## src/rtl/des_pkg.sv

```systemverilog
// des_pkg: shared DES permutation definitions.
//   des_block_t : 64-bit block, DES bit numbering [1:64], bit 1 = MSB
//   des_half_t  : 32-bit half block
//   IP_TABLE / FP_TABLE : initial and final permutation tables
//   des_ip() / des_fp() : table-driven permutations. The initial-permutation
//   stage and the final stage both use these, so the tables are defined once.
package des_pkg;

  typedef logic [1:64] des_block_t;
  typedef logic [1:32] des_half_t;

  localparam int IP_TABLE [1:64] = '{
    58, 50, 42, 34, 26, 18, 10, 2,
    60, 52, 44, 36, 28, 20, 12, 4,
    62, 54, 46, 38, 30, 22, 14, 6,
    64, 56, 48, 40, 32, 24, 16, 8,
    57, 49, 41, 33, 25, 17,  9, 1,
    59, 51, 43, 35, 27, 19, 11, 3,
    61, 53, 45, 37, 29, 21, 13, 5,
    63, 55, 47, 39, 31, 23, 15, 7
  };

  localparam int FP_TABLE [1:64] = '{
    40, 8, 48, 16, 56, 24, 64, 32,
    39, 7, 47, 15, 55, 23, 63, 31,
    38, 6, 46, 14, 54, 22, 62, 30,
    37, 5, 45, 13, 53, 21, 61, 29,
    36, 4, 44, 12, 52, 20, 60, 28,
    35, 3, 43, 11, 51, 19, 59, 27,
    34, 2, 42, 10, 50, 18, 58, 26,
    33, 1, 41,  9, 49, 17, 57, 25
  };

  function automatic des_block_t des_ip(input des_block_t blk);
    des_block_t r;
    for (int i = 1; i <= 64; i++) r[i] = blk[IP_TABLE[i]];
    return r;
  endfunction

  function automatic des_block_t des_fp(input des_block_t blk);
    des_block_t r;
    for (int i = 1; i <= 64; i++) r[i] = blk[FP_TABLE[i]];
    return r;
  endfunction

endpackage

```

## src/rtl/des_final_perm_stage_if.sv

```systemverilog
// des_final_perm_stage_if: valid/ready handshake bundle for the final
// permutation stage.
//   in_valid/in_ready/in_block    : round-16 result into the stage
//   out_valid/out_ready/out_block : permuted block out of the stage
// Modports: slave = the stage's view, master = the driver/consumer view.
interface des_final_perm_stage_if;
  import des_pkg::*;

  logic       in_valid;
  logic       in_ready;
  des_block_t in_block;
  logic       out_valid;
  logic       out_ready;
  des_block_t out_block;

  modport master (
    output in_valid, in_block, out_ready,
    input  in_ready, out_valid, out_block
  );

  modport slave (
    input  in_valid, in_block, out_ready,
    output in_ready, out_valid, out_block
  );

endinterface

```

## src/rtl/des_fp_fifo2.sv

```systemverilog
// des_fp_fifo2: 2-entry valid/ready buffer, payload width W.
//   clk, rst_n     : clock, synchronous active-low reset
//   push_valid_i   : write request
//   push_ready_o   : space available (registered, no path from pop_ready_i)
//   push_data_i    : write payload
//   pop_valid_o    : head entry valid
//   pop_ready_i    : consumer takes head
//   pop_data_o     : head entry
// slot0 is always the head, so the output is a plain register read.
module des_fp_fifo2 #(
  parameter int W = 64
) (
  input  logic         clk,
  input  logic         rst_n,
  input  logic         push_valid_i,
  output logic         push_ready_o,
  input  logic [W-1:0] push_data_i,
  output logic         pop_valid_o,
  input  logic         pop_ready_i,
  output logic [W-1:0] pop_data_o
);

  logic [W-1:0] slot0_q, slot0_d;
  logic [W-1:0] slot1_q, slot1_d;
  logic [1:0]   count_q, count_d;
  logic         ready_q;
  logic         push, pop;

  assign push = push_valid_i & ready_q;
  assign pop  = pop_ready_i & (count_q != 2'd0);

  always_comb begin
    slot0_d = slot0_q;
    slot1_d = slot1_q;
    count_d = count_q;
    case ({push, pop})
      2'b10: begin
        if (count_q == 2'd0) slot0_d = push_data_i;
        else                 slot1_d = push_data_i;
        count_d = count_q + 2'd1;
      end
      2'b01: begin
        slot0_d = slot1_q;
        count_d = count_q - 2'd1;
      end
      2'b11: begin
        // Occupancy stays the same; the new entry lands behind any survivor.
        if (count_q == 2'd1) begin
          slot0_d = push_data_i;
        end else begin
          slot0_d = slot1_q;
          slot1_d = push_data_i;
        end
      end
      default: ;
    endcase
  end

  always_ff @(posedge clk) begin
    if (!rst_n) begin
      slot0_q <= '0;
      slot1_q <= '0;
      count_q <= 2'd0;
      ready_q <= 1'b0;
    end else begin
      slot0_q <= slot0_d;
      slot1_q <= slot1_d;
      count_q <= count_d;
      // Ready is computed from next occupancy so it is a pure flop output.
      ready_q <= (count_d != 2'd2);
    end
  end

  assign push_ready_o = ready_q;
  assign pop_valid_o  = (count_q != 2'd0);
  assign pop_data_o   = slot0_q;

endmodule

```

## src/rtl/des_final_perm_stage.sv

```systemverilog
// des_final_perm_stage: DES output stage. Optionally swaps the round-16
// halves into R16||L16, applies IP^-1 and buffers the result in a 2-entry
// registered FIFO.
//   clk, rst_n   : clock, synchronous active-low reset
//   bus (slave)  : in_valid/in_ready/in_block, out_valid/out_ready/out_block
//   blk_count    : completed output transfers, wraps modulo 2^CNT_W
//   selfchk_err  : sticky self-check failure
// Build option DES_FP_SELFCHECK_EN: each entry also keeps the preoutput,
// and every output transfer re-applies IP to the delivered block and compares.
// Without it selfchk_err is tied low.
module des_final_perm_stage
  import des_pkg::*;
#(
  parameter bit SWAP_HALVES = 1'b1,
  parameter int CNT_W       = 16
) (
  input  logic                   clk,
  input  logic                   rst_n,
  des_final_perm_stage_if.slave  bus,
  output logic [CNT_W-1:0]       blk_count,
  output logic                   selfchk_err
);

  des_block_t pre;
  des_block_t fp_blk;
  logic       out_fire;

  assign pre    = SWAP_HALVES ? {bus.in_block[33:64], bus.in_block[1:32]} : bus.in_block;
  assign fp_blk = des_fp(pre);

`ifdef DES_FP_SELFCHECK_EN
  localparam int PW = 128;
  logic [PW-1:0] push_data, head;
  des_block_t    head_pre;

  assign push_data     = {fp_blk, pre};
  assign bus.out_block = head[127:64];
  assign head_pre      = head[63:0];
`else
  localparam int PW = 64;
  logic [PW-1:0] push_data, head;

  assign push_data     = fp_blk;
  assign bus.out_block = head;
`endif

  des_fp_fifo2 #(.W(PW)) u_fifo (
    .clk          (clk),
    .rst_n        (rst_n),
    .push_valid_i (bus.in_valid),
    .push_ready_o (bus.in_ready),
    .push_data_i  (push_data),
    .pop_valid_o  (bus.out_valid),
    .pop_ready_i  (bus.out_ready),
    .pop_data_o   (head)
  );

  assign out_fire = bus.out_valid & bus.out_ready;

  logic [CNT_W-1:0] cnt_q, cnt_d;

  always_comb begin
    cnt_d = cnt_q;
    if (out_fire) cnt_d = cnt_q + CNT_W'(1);
  end

  always_ff @(posedge clk) begin
    if (!rst_n) cnt_q <= '0;
    else        cnt_q <= cnt_d;
  end

  assign blk_count = cnt_q;

`ifdef DES_FP_SELFCHECK_EN
  logic err_q, err_d;

  always_comb begin
    err_d = err_q;
    if (out_fire && (des_ip(bus.out_block) != head_pre)) err_d = 1'b1;
  end

  always_ff @(posedge clk) begin
    if (!rst_n) err_q <= 1'b0;
    else        err_q <= err_d;
  end

  assign selfchk_err = err_q;
`else
  assign selfchk_err = 1'b0;
`endif

endmodule

```

## src/flat_wrapper.sv

```systemverilog
// flat-port wrapper written by rule: the top's interface ports become plain ports
module des_final_perm_stage_flat import des_pkg::*;
#(
  parameter bit SWAP_HALVES = 1'b1,
  parameter int CNT_W       = 16
)
  (clk, rst_n, blk_count, selfchk_err, bus_in_valid, bus_in_block, bus_out_ready, bus_in_ready, bus_out_valid, bus_out_block);
  des_final_perm_stage_if bus_i ();
  input  logic clk;
  input  logic rst_n;
  output logic [CNT_W-1:0] blk_count;
  output logic selfchk_err;
  input wire logic [$bits(bus_i.in_valid)-1:0] bus_in_valid;
  input wire logic [$bits(bus_i.in_block)-1:0] bus_in_block;
  input wire logic [$bits(bus_i.out_ready)-1:0] bus_out_ready;
  output wire logic [$bits(bus_i.in_ready)-1:0] bus_in_ready;
  output wire logic [$bits(bus_i.out_valid)-1:0] bus_out_valid;
  output wire logic [$bits(bus_i.out_block)-1:0] bus_out_block;
  assign bus_i.in_valid = bus_in_valid;
  assign bus_i.in_block = bus_in_block;
  assign bus_i.out_ready = bus_out_ready;
  assign bus_in_ready = bus_i.in_ready;
  assign bus_out_valid = bus_i.out_valid;
  assign bus_out_block = bus_i.out_block;
  des_final_perm_stage #(.SWAP_HALVES(SWAP_HALVES), .CNT_W(CNT_W)) u_core (.clk(clk), .rst_n(rst_n), .bus(bus_i), .blk_count(blk_count), .selfchk_err(selfchk_err));
endmodule
```

## config.mk

```make
export PLATFORM = sky130hd
export DESIGN_NAME = des_final_perm_stage_flat
export DESIGN_NICKNAME = d
export VERILOG_FILES = /design/src/rtl/des_pkg.sv /design/src/rtl/des_final_perm_stage_if.sv /design/src/rtl/des_fp_fifo2.sv /design/src/rtl/des_final_perm_stage.sv /design/src/flat_wrapper.sv
export SDC_FILE = /design/constraint.sdc
export NUM_CORES = 1
export LEC_CHECK = 0
export CAP_MARGIN = 20
export CORE_MARGIN = 4
export CORE_UTILIZATION = 49
export DETAILED_ROUTE_END_ITERATION = 7
export PLACE_DENSITY_LB_ADDON = 0.3
export SETUP_SLACK_MARGIN = 0.15
export SLEW_MARGIN = 25
export SYNTH_ARGS = -nofsm -noshare
export SYNTH_HDL_FRONTEND = slang
export SYNTH_SLANG_ARGS = --single-unit
```

## constraint.sdc

```tcl
create_clock -name clk -period 2.3 [get_ports clk]
set_input_delay 0.69 -clock clk [delete_from_list [all_inputs] [get_ports clk]]
set_output_delay 0.69 -clock clk [all_outputs]
set_load 0.01 [all_outputs]
```

After elaboration in Yosys (flattened, before gate mapping)
Cells that the tools add are included.
- bits of input ports: 68
- flip-flop bits (word level): 147
- word-level logic and storage cells: 31
- reduce and logical (&&, ||, !) cells: 6
- equality and inequality tests: 8
- mux-type cells: 7
- bitwise gates (word level): 2
- $add $sub $neg: 3
- operators by type and width (operator ; count):
    2-to-1 mux 64 bit ; 4
    case mux 64 bit (3 select lines) ; 1
    case mux 64 bit (2 select lines) ; 1
    adder 16 x 1 -> 16 bit, second input constant ; 1
    != test 2 bit, second input constant ; 4
    equality test 2 x 1 -> 1 bit, second input constant ; 2
    equality test 2 bit, second input constant ; 2
    case mux 2 bit (2 select lines) ; 1
    nonzero test 2 bit ; 2
    AND reduction 3 bit ; 1
    nonzero test 3 bit ; 1
    adder 2 x 1 -> 2 bit, second input constant ; 1
    bitwise AND 1 bit ; 2
    logical NOT 2 bit ; 1
    AND reduction 2 bit ; 1
    subtractor 2 x 1 -> 2 bit, second input constant ; 1

Logic depth before layout (Yosys ltp)
Gate-level depths: netlist of run 1.
- depth after elaboration: 5
- mapped depth: 9
- gate-level depth less buffers: 6

Cells and area by module
Synthesis of run 1 repeated with hierarchy kept, for this count alone.
- cells, all modules: 684
- area total of the unflattened synthesis: 5903.2 um^2
- modules (own cells, without submodules) (module ; sequential area each (um^2) ; area each (um^2) ; instances ; cells each):
    des_fp_fifo2 ; 2622.5 ; 5159.9 ; 1 ; 599
    des_final_perm_stage ; 320.3 ; 743.2 ; 1 ; 85

Worst setup path after synthesis of run 1
OpenSTA, ideal clock, no wires.
- kind: input-to-reg
- from: input bus_in_valid
- to: register u_core.u_fifo.slot1_q[19]
- library setup time: 122 ps
- buffers on the path: 2
- arrival: 1555 ps
- stages: 6
- data required time: 2178 ps
- setup slack: 623 ps
- cell sequence: nand2_2 a211o_1 buf_2 buf_1 nand2_1 a21boi_0
- cells in the longest elaborated chain, start to end: 4
- elaborated cells between the ends (all ways): 8
- those cells by class: eq/ne: 4; mux: 1; bitwise: 1; reduce/logical: 2
- ends and longest elaborated chain (what ; RTL line ; text):
    start: declaration ; flat_wrapper.sv:13 ; input wire logic [$bits(bus_i.in_valid)-1:0] bus_in_valid;
    bitwise AND 1 bit (*) ; des_fp_fifo2.sv:29 ; assign push = push_valid_i & ready_q;
    equality test 2 bit ; des_fp_fifo2.sv:36 ; case ({push, pop})
    != test 2 bit (no line) / nonzero test 2 bit (equally long branches) ; -- ;
    AND reduction 3 bit (no line) ; -- ;
    end signal: assignment ; des_fp_fifo2.sv:67 ; slot1_q <= slot1_d;
    end: declaration ; des_fp_fifo2.sv:24 ; logic [W-1:0] slot1_q, slot1_d;
Mark *: on every way between the ends. The rest lies on a longest branch, timed or not.
A chain may end at the register's enable or synchronous reset.

Worst setup path in the final report of run 1
- from: register u_core.cnt_q[4], in the netlist u_core.blk_count[4]
- to: output blk_count[4]
- RTL lines (what ; RTL line ; text):
    start: declaration ; des_final_perm_stage.sv:60 ; logic [CNT_W-1:0] cnt_q, cnt_d;
    start signal: assignment ; des_final_perm_stage.sv:69 ; else cnt_q <= cnt_d;
    end: declaration ; flat_wrapper.sv:11 ; output logic [CNT_W-1:0] blk_count;
No word-level cell between the ends.

==> results.cfg, run 1 <==
[setup_path]
worstPathArrival_ps = 1410
required_ps = 1610
setup.worst_path.start_class = register
path_cells = clkdlybuf4s50_1
crit_family = buffers and inverters
cp_slowest_cell = clkdlybuf4s50_1
critical_path_class = register to output port
cpPeakStageDelay_ps = 580
crit_path_max_fanout = 5
cp-end-kind = output port
path_buf_inv = 1
regToRegSetupSlack_ps = 380

[synth]
yosysSeqAreaShare = 0.489
synth_fp_nets = 814
postSynthAreaPerCell_um2 = 8.11
synth_area_um2 = 6020
yosys_warnings = 0
syn_inst = 743
synth_top_area_cell = dfxtp_1
yosys_register_bits = 147
dominantRegCellSynth = dfxtp_1
ys_types = 39
synth-edff-count = 0
synth_top_cell_area_share = 0.489
synth_area_leaders = dfxtp_1 49%, nand2_1 17%, a31oi_1 6.6%
async_flop_share = 0

[grt]
grt_pass1_vias = 5320
grt_usage = 0.219
grt_max_degree = 150
grt_overflow = 0
antenna_found_initial = 0
grt_pass1_wl_um = 25600

[power]
ir_worst_vdd_uv = 585
switching_power_mw = 3.02
switching_share = 0.321
seqPwrFrac = 0.360
clkPwrFrac = 0.300
pwr-share-comb = 0.340
leakage_nw = 3.06
powerDensity_nw_per_um2 = 1140
intPower_mw = 6.41
p_total_mw = 9.44

[clocking]
cts.sinks = 147
path_clk_slew_ps = 60
clockBufferDepth = 2
postCtsSetupRepairBufs = 0
cts_root_buf = clkbuf_16
tritoncts.num_buffers = 17
clkLatencyLatePin_ps = 420
htreeDepth = 4
cts_tree = built

[die]
core_area_um2 = 12000
fp-row-count = 40
initial_core_util = 0.501
num_io_pins = 151
die_x_um = 119
die_area_um2 = 14100
die_h_um = 119

[job]
cap_violations = 0

[drt]
first_pass_iters = 7
viasPerCell = 5.45
ant_nets = 0
drt_iter0_markers = 472
vias = 5607
wl_per_cell_um = 15.1
drc = 0
wirelength_um = 15600

[place]
gp_congestion = 0.792
port_buffers = 149
hpwl_um = 9940

[timing]
min_period_ps = 2100
finClkSkew_ps = 6.15
slew_headroom = 0.639
final_hold_viol_count = 0
worstMarginPinSlew_ps = 541
final.period_utilization = 0.915
rsz0062_at_grt = true
fin_tns_setup_ps = 0
slew_viol_final = 0
setup_viol = 0
fmax_mhz = 475
whs_ps = 455

[run_status]
status = finished, final reports clean

[final_layout]
layout-drive-gt1-share = 0.0669
fillers = 947
area_growth_pct = 37.3
final_nets = 940
n_antenna_cell = 0
fin_util = 0.689

[worst_hold_path]
hold_path_class = register to register
==> path summary, 6_finish.rpt <==
path                              from  cells after the start                      endpoint
max                u_core.blk_count[4]                      1                  blk_count[4]
min          u_core.u_fifo.slot1_q[15]                      2     u_core.u_fifo.slot1_q[15]
max reg2reg   u_core.u_fifo.count_q[1]                      8  u_core.u_fifo.pop_data_o[20]
min reg2reg  u_core.u_fifo.slot1_q[15]                      2     u_core.u_fifo.slot1_q[15]
==> power by group through the flow <==
stage / Combinational (mW) / Clock (mW) / Sequential (mW)
final: 3.21 / 2.83 / 3.40
after floorplan: 1.58 / 0 / 3.56
after global placement: 3.10 / 0 / 3.42
after CTS: 3.23 / 2.87 / 3.39
after detailed placement: 3.21 / 0 / 3.43
after global routing: 3.49 / 2.98 / 3.46
==> per-stage QoR <==
stage	std cells	worst slack [ps]	instance area (um2)
floorplan	743	623	6020
global placement	997	57.7	7650
detailed placement	997	-73.0	7650
CTS	1029	152	8270
global route	1029	134	8270
finish	1029	196	8270
==> cells by family after synthesis <==
kind of cell	Yosys count	synth area share
buf+inv	64	0.0548
flops	147	0.489
simple gates	308	0.210
compound gates	201	0.211
fa+ha+maj	4	0.00789
xor+xnor	15	0.0218
mux	3	0.00499
other cells	1	0.000623
==> synthesized netlist by cell type, types with 2 or more instances <==
cell	count
a21boi_0	53
a21boi_1	11
a21oi_1	3
a31oi_1	64
and2_1	15
buf_1	5
buf_2	21
buf_6	8
clkbuf_1	23
dfxtp_1	147
ha_1	3
inv_1	6
mux2i_1	3
nand2_1	265
nand2b_1	2
nand3_1	3
nand4_1	3
nor2_1	3
nor3_1	4
nor4_1	5
o21ai_0	56
o21ai_1	9
o21bai_1	2
xnor2_1	8
xor2_1	7
==> registers in the layout, indices dropped and copies added (netlist names) <==
| signal | cells |
|---|---|
| u_core.u_fifo.pop_data_o | 64 |
| u_core.u_fifo.slot1_q | 64 |
| u_core.blk_count | 16 |
| u_core.u_fifo.count_q | 2 |
| u_core.u_fifo.push_ready_o | 1 |
==> area by class of cell <==
cell class                 count  area, um2  area share
inverter                       6       22.5     0.00272
clock inverter                 9        126      0.0153
timing repair buffer         165       1740       0.210
sequential                   147       2950       0.356
clock buffer                  23        488      0.0590
tap                          147        184      0.0222
multi-input combinational    532       2770       0.334
==> routing by layer <==
metal,global-route usage,share of wire
met1,0.270,0.43
met2,0.364,0.50
met3,0.0584,0.052
met4,0.0847,0.018
met5,0,0
==> cell usage in the layout (no fill, tap or decap), types with 5 or more instances in the layout <==
| cell | count |
|---|---|
| a21boi_0 | 53 |
| a21boi_1 | 11 |
| a31oi_1 | 64 |
| and2_1 | 14 |
| buf_12 | 10 |
| buf_4 | 7 |
| clkbuf_16 | 17 |
| clkdlybuf4s50_1 | 146 |
| dfxtp_1 | 145 |
| inv_1 | 5 |
| nand2_1 | 264 |
| nor4_1 | 5 |
| o21ai_0 | 56 |
| o21ai_1 | 9 |
| xnor2_1 | 8 |
| xor2_1 | 7 |
==> timing repair <==
| action | 4_1_cts | 5_1_grt |
|---|---|---|
| hold buffers | 0 | 0 |
| endpoints found under the setup margin | 2 | 2 |
| pin swaps | 0 | 0 |
| resized for setup | 5 | 2 |
Power figures use the tool's default switching activity.
==> run 2: changes to the inputs <==
--- a/config.mk
+++ b/config.mk
@@ -6,8 +6,7 @@
 export NUM_CORES = 1
 export LEC_CHECK = 0
 export CAP_MARGIN = 20
-export CORE_MARGIN = 4
-export CORE_UTILIZATION = 49
+export CORE_UTILIZATION = 35
 export DETAILED_ROUTE_END_ITERATION = 7
 export PLACE_DENSITY_LB_ADDON = 0.3
 export SETUP_SLACK_MARGIN = 0.15
==> run 2 against run 1 <==
Critical path depth grew 3. Final cell count grew 7.3%. Register-to-register slack is essentially flat. Largest power group unchanged. Clock skew grew 2.9 ps. Hold slack lost 1.4 ps. Highest routed layer unchanged. Worst setup slack gained 19 ps. Count of clock-buffer cells in the layout shrank 3. Sequential share of layout area shrank 0.43 points. Critical endpoint is now bus_out_valid. Die area grew 26%. Global-route usage shrank 4.7 points. Wire length shrank 5.2%. Design area grew 1.3%.
==> results.cfg, run 2 (same netlist as run 1, synthesis figures left out) <==
[run_status]
status = finished, final reports clean

[setup_path]
worstPathArrival_ps = 1390
crit_path_max_fanout = 3
cp-end-kind = output port
critical_path_class = register to output port
setup.worst_path.start_class = register
required_ps = 1610

[clocking]
cts.sinks = 147
cts_tree = built
postCtsSetupRepairBufs = 0
cts_root_buf = clkbuf_16
clkLatencyLatePin_ps = 420
clockBufferDepth = 2
cts-hold-fix-buffers = 0
htreeDepth = 4
tritoncts.num_buffers = 17
path_clk_slew_ps = 50

[drt]
viasPerCell = 4.79
wirelength_um = 14800
drt_iter0_markers = 305
ant_nets = 0
drc = 0
wl_per_cell_um = 13.4
first_pass_iters = 5
vias = 5289

[grt]
grt_overflow = 0
grt_max_degree = 76
antenna_found_initial = 0
grt_pass1_vias = 4804
grt_usage = 0.172
grt_pass1_wl_um = 24100

[die]
initial_core_util = 0.361
die_h_um = 133
core_area_um2 = 16700
fp-row-count = 47
die_area_um2 = 17700
num_io_pins = 151
die_x_um = 133

[worst_hold_path]
hold_path_class = register to register

[place]
hpwl_um = 9280
dpl.cell_count = 1072
gp_congestion = 0.746
port_buffers = 149

[job]
cap_violations = 0

[timing]
rsz0062_at_grt = false
final_hold_viol_count = 0
final.period_utilization = 0.906
slew_viol_final = 0
fin_tns_setup_ps = 0
fmax_mhz = 480
setup_viol = 0
finClkSkew_ps = 9.01
min_period_ps = 2080

[final_layout]
final_common_cell = nand2_1
stdcell_count = 1104
layout-drive-gt1-share = 0.0701
final_cell_mix = 264 x nand2_1, 147 x clkdlybuf4s50_1, 144 x dfxtp_1
final_nets = 942
fillers = 1619
area_growth_pct = 39.1
n_antenna_cell = 0

[power]
leakage_nw = 3.04
ir_worst_vdd_uv = 515
p_total_mw = 9.32
powerDensity_nw_per_um2 = 1110
[run 2: repair_timing]
item                       CTS  global route
pin swaps                    0             0
resized for setup            4             3
setup endpoints to repair    1             3
[run 2: final cells by class]
class / instances / area [um2] / share of cell area
multi-input combinational: 532 / 2770 / 0.330
clock inverter: 12 / 130 / 0.0155
tap: 220 / 275 / 0.0329
sequential: 147 / 2950 / 0.352
inverter: 6 / 22.5 / 0.00269
timing repair buffer: 167 / 1790 / 0.213
clock buffer: 20 / 447 / 0.0533
[run 2: final timing paths]
check / startpoint / to / slack [ps] / depth (start not counted)
max reg2reg: u_core.u_fifo.count_q[1] / u_core.blk_count[10] / 390 / 7
max: u_core.u_fifo.count_q[1] / bus_out_valid / 220 / 4
min: u_core.u_fifo.slot1_q[60] / u_core.u_fifo.slot1_q[60] / 450 / 2
min reg2reg: u_core.u_fifo.slot1_q[60] / u_core.u_fifo.slot1_q[60] / 450 / 2
[run 2: report_power, final]
group | internal (mW) | switching, mW
combinational | 1.57 | 1.66
sequential | 3.09 | 0.297
clock | 1.63 | 1.07
[run 2: worst max-delay path: stages, from the launching register on]
cell and delay [ps]:
dfxtp_1 360, inv_1 90, ha_1 220, inv_2 80
clkdlybuf4s15_2 230
[run 2: through the flow]
step	hold slack (ps)	util	cell area, um2	worst slack [ps]
floorplan	435	-	6020	623
finish	453	0.501	8380	215
global route	475	0.501	8380	170
CTS	454	0.501	8370	152
global placement	441	0.467	7790	13.5
detailed placement	445	0.467	7790	-7.60
[run 2: routing by layer]
| metal | global-route usage | wire [um] | vias to the layer above | share of wire |
|---|---|---|---|---|
| met3 | 0.0354 | 758 | 17 | 0.051 |
| met5 | 0 | 0 | - | 0 |
| met4 | 0.0720 | 228 | 0 | 0.015 |
| met2 | 0.276 | 6700 | 150 | 0.45 |
| met1 | 0.224 | 7080 | 2360 | 0.48 |
| li1 | - | - | 2762 | - |
==> run 3: changes to the inputs <==
--- a/config.mk
+++ b/config.mk
@@ -6,6 +6,7 @@
 export NUM_CORES = 1
 export LEC_CHECK = 0
 export CAP_MARGIN = 20
+export CORE_MARGIN = 2
 export CORE_UTILIZATION = 35
 export DETAILED_ROUTE_END_ITERATION = 7
 export PLACE_DENSITY_LB_ADDON = 0.3
==> run 3 against run 2 <==
Via count rose by 2.6%. Largest cell class unchanged. Utilization increased by 0.61 points. Clock skew grew 1.8 ps. Fmax increased by 0.30%. Combinational power up 4%. Sequential share of layout area decreased by 0.42 points. Worst setup slack better by 6.3 ps. Critical endpoint unchanged. Wire length is 4.5% higher. Die area up 3.0%. Final cell count rose by 0.54%. Design area is 1.2% higher.
==> results.cfg, run 3 (same netlist as run 1, synthesis figures left out) <==
[timing]
setup_viol = 0
final.period_utilization = 0.904
whs_ps = 451
finClkSkew_ps = 10.8
final_hold_viol_count = 0
rsz0062_at_grt = false
min_period_ps = 2080
fmax_mhz = 481
slew_viol_final = 0

[final_layout]
fin_area_um2 = 8480
final_nets = 949
layout-drive-gt1-share = 0.0753
fillers = 1652
stdcell_count = 1110
area_growth_pct = 40.7
final_cell_mix = 264 x nand2_1, 147 x clkdlybuf4s50_1, 144 x dfxtp_1
final_common_cell = nand2_1
n_antenna_cell = 0

[drt]
drc = 0
ant_nets = 0
vias = 5424
first_pass_iters = 6
viasPerCell = 4.89
drt_iter0_markers = 343
wirelength_um = 15400
wl_per_cell_um = 13.9

[place]
dpl.cell_count = 1079
placed_area_um2 = 7880
gp_congestion = 0.749
hpwl_um = 9800
port_buffers = 149

[setup_path]
cpPeakStageDelay_ps = 360
path_cells = inv_1 > ha_1 > inv_2 > clkdlybuf4s15_2
regToRegSetupSlack_ps = 400
rr_startpoint = u_core.u_fifo.count_q[1]
worstPathArrival_ps = 1390
crit_family = buffers and inverters
crit_path_max_fanout = 3
cp-startpoint = u_core.u_fifo.count_q[1]
endpoint = bus_out_valid
critical_path_class = register to output port
cp-end-kind = output port
timing.rr.end = u_core.blk_count[10]
cp_slowest_cell = dfxtp_1
cp.depth = 4
path_buf_inv = 3
setup.worst_path.start_class = register
required_ps = 1610
r2r_cells = 7

[job]
cap_violations = 0

[worst_hold_path]
hold_path_class = register to register
hold_depth = 2

[clocking]
postCtsSetupRepairBufs = 0
tritoncts.num_buffers = 17
cts_root_buf = clkbuf_16
htreeDepth = 4
clockBufferDepth = 2
cts-hold-fix-buffers = 0
clkLatencyLatePin_ps = 420
cts_tree = built
cts.sinks = 147
path_clk_slew_ps = 60

[grt]
grt_max_degree = 55
grt_overflow = 0
antenna_found_initial = 0
grt_pass1_vias = 4869
grt_pass1_wl_um = 24800
grt_usage = 0.171

[die]
num_io_pins = 151
die_h_um = 135
die_area_um2 = 18300
die_x_um = 135
initial_core_util = 0.361
fp-row-count = 47
core_area_um2 = 16700

[power]
p_total_mw = 9.56
powerDensity_nw_per_um2 = 1130
ir_worst_vdd_uv = 543
leakage_nw = 3.09

[run_status]
status = finished, final reports clean
## run 3: repair_timing
action / 4_1_cts / 5_1_grt
cloned: 0 / 0
setup endpoints to repair: 2 / 2
resized for setup: 5 / 2
## run 3: report_power, final
group          total, mW  switching [mW]  internal [mW]
registers           3.39           0.300           3.09
logic               3.37            1.72           1.65
clock network       2.80            1.09           1.71
## run 3: through the flow
stage,setup TNS (ps),utilization,setup WS [ps]
floorplan,0,-,623
global placement,0,0.472,9.97
detailed placement,-96.9,0.472,-34.5
CTS,0,0.507,157
global route,0,0.508,153
finish,0,0.508,222
## run 3: worst min-delay path by stage
stage,startpoint,to
2_1_floorplan,u_core.u_fifo.slot1_q[12],u_core.u_fifo.slot1_q[12]
3_3_place_gp,u_core.u_fifo.slot1_q[39],u_core.u_fifo.slot1_q[39]
3_5_place_dp,u_core.u_fifo.slot1_q[16],u_core.u_fifo.slot1_q[16]
4_1_cts,u_core.u_fifo.slot1_q[60],u_core.u_fifo.slot1_q[60]
5_1_grt,u_core.u_fifo.slot1_q[18],u_core.u_fifo.slot1_q[18]
6_report,u_core.u_fifo.slot1_q[60],u_core.u_fifo.slot1_q[60]
## run 3: area by class of cell
class                           instances  area [um2]  area share
Clock inverter                         11         151      0.0179
Sequential cell                       147        2950       0.348
Multi-Input combinational cell        532        2770       0.326
Timing Repair Buffer                  174        1880       0.222
Tap cell                              220         275      0.0325
Inverter                                6        22.5     0.00266
Clock buffer                           20         437      0.0515
## run 3: worst min-delay path: stages, from the launching register on
cell	delay, ps
dfxtp_1	310
nand2_1	50
a21boi_1	50
## run 3: layer usage
metal  vias to the layer above  track usage  routed length [um]
met5                         -            0                   0
met4                         0       0.0556                 241
li1                       2764            -                   -
met2                       141        0.268                7040
met3                        15       0.0490                 947
met1                      2504        0.226                7200
